`src/rtl/rns_fwd_encoder.sv`:
```
// rtl/rns_fwd_encoder.sv - bit-serial signed binary to 8-digit residue converter (Horner reduction)
// Optional build macro RNS_ENC_RADIX4_EN: consume two magnitude bits per RUN cycle.
module rns_fwd_encoder #(
  parameter int          DATA_WIDTH = 48,
  parameter logic [17:0] MOD_0      = 18'd177147,
  parameter logic [17:0] MOD_1      = 18'd78125,
  parameter logic [17:0] MOD_2      = 18'd131072,
  parameter logic [17:0] MOD_3      = 18'd117649,
  parameter logic [17:0] MOD_4      = 18'd161051,
  parameter logic [17:0] MOD_5      = 18'd28561,
  parameter logic [17:0] MOD_6      = 18'd83521,
  parameter logic [17:0] MOD_7      = 18'd130321
) (
  input  logic                  clk,
  input  logic                  reset,
  input  logic                  in_valid,
  output logic                  in_ready,
  input  logic [DATA_WIDTH-1:0] bin_in,
  output logic                  out_valid,
  input  logic                  out_ready,
  output logic [17:0]           dig_out_0,
  output logic [17:0]           dig_out_1,
  output logic [17:0]           dig_out_2,
  output logic [17:0]           dig_out_3,
  output logic [17:0]           dig_out_4,
  output logic [17:0]           dig_out_5,
  output logic [17:0]           dig_out_6,
  output logic [17:0]           dig_out_7,
  output logic [1:0]            sign_out
);

`ifdef RNS_ENC_RADIX4_EN
  localparam int STEP = 2;
`else
  localparam int STEP = 1;
`endif
  localparam int CYCLES = DATA_WIDTH / STEP;
  localparam int CW     = $clog2(CYCLES + 1);
  localparam logic [17:0] MODS [8] = '{MOD_0, MOD_1, MOD_2, MOD_3, MOD_4, MOD_5, MOD_6, MOD_7};

  typedef enum logic [1:0] {IDLE, RUN, FINAL, DONE} state_t;

  state_t                state;
  logic [CW-1:0]         cnt;
  logic [DATA_WIDTH-1:0] mag;
  logic                  neg;
  logic                  zero;
  logic [17:0]           r     [8];
  logic [17:0]           r_nxt [8];
  logic [17:0]           dig   [8];

  // Shifting the accumulator left and appending the new bits is 2^STEP*r + bits.
  function automatic logic [17:0] horner_step(input logic [17:0] acc,
                                              input logic [STEP-1:0] bits,
                                              input logic [17:0] m);
`ifdef RNS_ENC_RADIX4_EN
    logic [19:0] t, m1, m2, m3;
    t  = {acc, bits};
    m1 = {2'b00, m};
    m2 = {1'b0, m, 1'b0};
    m3 = m1 + m2;
    if (t >= m3)      t = t - m3;
    else if (t >= m2) t = t - m2;
    else if (t >= m1) t = t - m1;
    return t[17:0];
`else
    logic [18:0] t;
    t = {acc, bits};
    if (t >= {1'b0, m}) t = t - {1'b0, m};
    return t[17:0];
`endif
  endfunction

  always_comb begin
    for (int k = 0; k < 8; k++) begin
      r_nxt[k] = horner_step(r[k], mag[DATA_WIDTH-1 -: STEP], MODS[k]);
    end
  end

  always_ff @(posedge clk) begin
    if (reset) begin
      state     <= IDLE;
      in_ready  <= 1'b1;
      out_valid <= 1'b0;
      cnt       <= '0;
      mag       <= '0;
      neg       <= 1'b0;
      zero      <= 1'b0;
      sign_out  <= 2'd0;
      for (int k = 0; k < 8; k++) begin
        r[k]   <= '0;
        dig[k] <= '0;
      end
    end else begin
      case (state)
        IDLE: begin
          if (in_valid) begin
            neg      <= bin_in[DATA_WIDTH-1];
            // Negating the most negative value wraps to 2^(DATA_WIDTH-1), which is the true magnitude.
            mag      <= bin_in[DATA_WIDTH-1] ? -bin_in : bin_in;
            zero     <= (bin_in == '0);
            cnt      <= '0;
            in_ready <= 1'b0;
            for (int k = 0; k < 8; k++) r[k] <= '0;
            state    <= RUN;
          end
        end
        RUN: begin
          for (int k = 0; k < 8; k++) r[k] <= r_nxt[k];
          mag <= mag << STEP;
          cnt <= cnt + CW'(1);
          if (cnt == CW'(CYCLES - 1)) state <= FINAL;
        end
        FINAL: begin
          for (int k = 0; k < 8; k++) begin
            dig[k] <= (neg && r[k] != '0) ? MODS[k] - r[k] : r[k];
          end
          sign_out  <= zero ? 2'd2 : (neg ? 2'd1 : 2'd0);
          out_valid <= 1'b1;
          state     <= DONE;
        end
        DONE: begin
          if (out_ready) begin
            out_valid <= 1'b0;
            in_ready  <= 1'b1;
            state     <= IDLE;
          end
        end
        default: state <= IDLE;
      endcase
    end
  end

  assign dig_out_0 = dig[0];
  assign dig_out_1 = dig[1];
  assign dig_out_2 = dig[2];
  assign dig_out_3 = dig[3];
  assign dig_out_4 = dig[4];
  assign dig_out_5 = dig[5];
  assign dig_out_6 = dig[6];
  assign dig_out_7 = dig[7];

endmodule

```
`config.mk`:
```
export PLATFORM = sky130hd
export DESIGN_NAME = rns_fwd_encoder
export DESIGN_NICKNAME = d
export VERILOG_FILES = /design/src/rtl/rns_fwd_encoder.sv
export SDC_FILE = /design/constraint.sdc
export NUM_CORES = 1
export LEC_CHECK = 0
export CORE_MARGIN = 3
export CORE_UTILIZATION = 45
export CTS_BUF_LIST = sky130_fd_sc_hd__clkbuf_2 sky130_fd_sc_hd__clkbuf_4 sky130_fd_sc_hd__clkbuf_8
export CTS_CLUSTER_SIZE = 8
export DETAILED_ROUTE_END_ITERATION = 7
export PLACE_DENSITY_LB_ADDON = 0.12
export REMOVE_ABC_BUFFERS = 1
export SLEW_MARGIN = 20
export SYNTH_ARGS = -nofsm -noshare
export SYNTH_HDL_FRONTEND = slang
export SYNTH_SLANG_ARGS = --single-unit
```
`constraint.sdc`:
```
create_clock -name clk -period 4.6 [get_ports clk]
set_input_delay 0.69 -clock clk [delete_from_list [all_inputs] [get_ports clk]]
set_output_delay 0.69 -clock clk [all_outputs]
set_load 0.01 [all_outputs]
```
==> flow_summary.yaml <==
run_status:
  run_status: "finished, final reports clean"
critical_path:
  worstSetupStartpointType: "flip-flop"
  cp_max_fo: 17
  worst-setup-path-type: "flip-flop to flip-flop"
  end_kind: "flip-flop"
  required_ns: 5.09
  slowest_delay_ns: 0.96
  slowest_stage: "dfxtp_1"
  arrival_ns: 3.81
  path_common_cell: "o21ai_0"
  crit_chain: "inv_2 > ha_1 > nor2b_1 > o21ai_0 > a21boi_0 > o21ai_0 > a21oi_1 > mux2i_1"
clock_network:
  postCtsSetupRepairBufs: 0
  clock-sinks: 350
  worstSkewPairLatency_ns: 0.65
  cts_root_buf: "clkbuf_8"
  clock_path_buffers: 3
  ctsHoldBuffers: 0
  cts_tree: "done"
  ctsHtreeMaxLevel: 2
  cts.repair.resized: 0
  path_clk_slew_ns: 0.06
  cts_made_buffers: 59
yosys:
  synth_ff_type: "edfxtp_1"
  synth.most_common_cell: "nor2_1"
  yosys_warnings: 0
  yosysUniqueCellTypes: 80
  ys_ff_latch: 350
  synth_xor_area_share_pct: 11.23
  synth_mux_area_share_pct: 0.4505
  synth_adder_area_share_pct: 1.913
  netlist_area_mm2: 0.02028
  synth-simple-area-share_pct: 19.27
  synth_area_leaders: "edfxtp_1, dfxtp_1, xor2_1"
  synth.yosys.seq_area_share_pct: 47.88
  synth_top_family_by_area: "simple AND/OR/NAND/NOR gates"
  synth_top_area_cell: "edfxtp_1"
  synth_top_area_share_pct: 39.99
  synthCells: 2165
  syn_area_per_cell_um2: 9.366
  synth_compound_area_share_pct: 15.11
  synth_common_cells: "nor2_1, edfxtp_1, nand2_1"
  async_flop_share_pct: 0
  synth_enable_flop_cells: 270
timing:
  period_share_pct: 72.28
  skew_ns: 0.02306
  fin_setup_tns_ns: 0
  setup_viol: 0
  rsz0062_at_grt: "false"
  maxSlewHeadroom_pct: 34.22
  slew_violations: 0
  report.final.hold_viol_count: 0
  fmax_ghz: 0.3008
  fin_crit_ns: 3.325
  max_slew.worst_pin.slew_ns: 0.9868
power:
  power_w: 0.01487
  p_sw_share_pct: 40.78
  clockPowerShare_pct: 18.4
  p_seq_share_pct: 40.1
  internal_power_w: 0.008808
  pwr-share-comb_pct: 41.5
  switchingPower_w: 0.006066
  powerDensity_mw_per_mm2: 626.2
  leakage_nw: 8.287
  peakVddDrop_v: 0.0003136
grt:
  track_usage_pct: 20.66
  grt_first_pass_wirelength_um: 81140
  grt_pass1_vias: 15580
  gr-total-overflow: 0
  antenna_found_initial: 0
  grt_max_degree: 91
placement:
  dp_hpwl_um: 33050
  routabilityCongestion: 0.8770
  port_buffers: 199
run:
  maxCapViolCount: 0
drt:
  drcViolationCount: 0
  avgViaCountPerCell: 5.510
  wire_per_inst_um: 17.03
  ant_nets: 0
  drt_iter0_drc: 1202
  vias: 16060
  wl_um: 49630
  firstDrtPassIters: 5
floorplan:
  core_mm2: 0.04432
  die_h_um: 218.3
  start_util_pct: 45.75
  die-area_mm2: 0.04764
  num_rows: 77
  die_w_um: 218.3
  ios: 200
finish:
  fin_nets: 2360
  antenna_cells: 0
  drive_above_1_share_pct: 6.934
  nFillCells: 4059
  syn2layout_area_growth_pct: 17.14
min_path:
  hp-class: "flip-flop to flip-flop"
-- cell usage in the layout, fill, tap and decap left out, types with 32 or more instances in the layout --
cell	n
o21ai_0	114
nand2_1	189
xor2_1	146
inv_1	42
clkdlybuf4s50_1	198
nor2_1	318
nor3_1	32
edfxtp_1	270
nand3_1	43
xnor2_1	114
dfxtp_1	80
or3_1	34
clkbuf_8	61
a21oi_1	114
-- per-stage QoR --
stage | hold WS (ns) | util, % | std cells | cell area, µm² | setup slack, ns
floorplan | 0.4206 | - | 1989 | 19610 | -0.05886
global placement | 0.4331 | 50.95 | 2807 | 22580 | 0.9461
detailed placement | 0.4404 | 50.97 | 2807 | 22590 | 0.8730
CTS | 0.4465 | 53.55 | 2913 | 23730 | 1.194
global route | 0.4733 | 53.59 | 2914 | 23750 | 0.9408
finish | 0.4455 | 53.59 | 2914 | 23750 | 1.275
-- power groups by stage --
stage | Sequential (W) | Clock (W) | Combinational [W]
final | 0.00597 | 0.00274 | 0.00617
after global routing | 0.00614 | 0.00298 | 0.00690
after CTS | 0.00595 | 0.00284 | 0.00619
after detailed placement | 0.00600 | 0 | 0.00616
after global placement | 0.00597 | 0 | 0.00610
after floorplan | 0.00581 | 0 | 0.00409
-- area by class of cell --
cell class / instances / area [µm²] / share of cell area (%)
clock inverter: 26 / 158.9 / 0.6690
sequential: 350 / 9709 / 40.88
tap: 592 / 740.7 / 3.119
timing repair buffer: 227 / 2212 / 9.314
inverter: 46 / 175.2 / 0.7375
clock buffer: 80 / 982.2 / 4.135
multi-input combinational: 1593 / 9773 / 41.15
-- cells by family (layout without fill, tap and decap cells) --
group	Yosys count	count (layout)
flops	350	350
mux	9	9
xor+xnor	260	260
buf+inv	222	379
compound gates	470	470
simple gates	823	823
fa+ha+maj	31	31
-- registers in the layout, summed over array words and instances, names as in the netlist --
register and cells:
mag 48, in_ready 1, r 144, cnt 6
neg 1, sign_out 2, out_valid 1, state 2
dig 144, zero 1
-- final timing paths --
| check | start | endpoint | slack (ns) | depth (start not counted) |
|---|---|---|---|---|
| max | mag[47]$_SDFFE_PP0P_ | r[0][34]$_SDFFCE_PN0P_ | 1.27 | 8 |
| min | mag[9]$_SDFFE_PP0P_ | mag[9]$_SDFFE_PP0P_ | 0.45 | 2 |
| max reg2reg | mag[47]$_SDFFE_PP0P_ | r[0][34]$_SDFFCE_PN0P_ | 1.27 | 8 |
| min reg2reg | mag[9]$_SDFFE_PP0P_ | mag[9]$_SDFFE_PP0P_ | 0.45 | 2 |
-- routing by layer --
metal	track usage, %	vias up	part of all wire (%)
met5	0	-	0
met4	5.479	0	2.0
met3	3.601	80	5.1
met2	34.18	401	47
met1	28.14	7621	46
li1	-	7953	-
-- critical path, delay by kind of cell, from the launching register on --
kind / cells / cell delay, ns
AOI/OAI and AO/OA: 4 / 1.02
adders and majority gates: 1 / 0.36
buffers and inverters: 1 / 0.44
DFF: 1 / 0.96
muxes: 1 / 0.21
and+or+nand+nor: 1 / 0.18
Note: power is estimated with default switching activity, not from simulation.
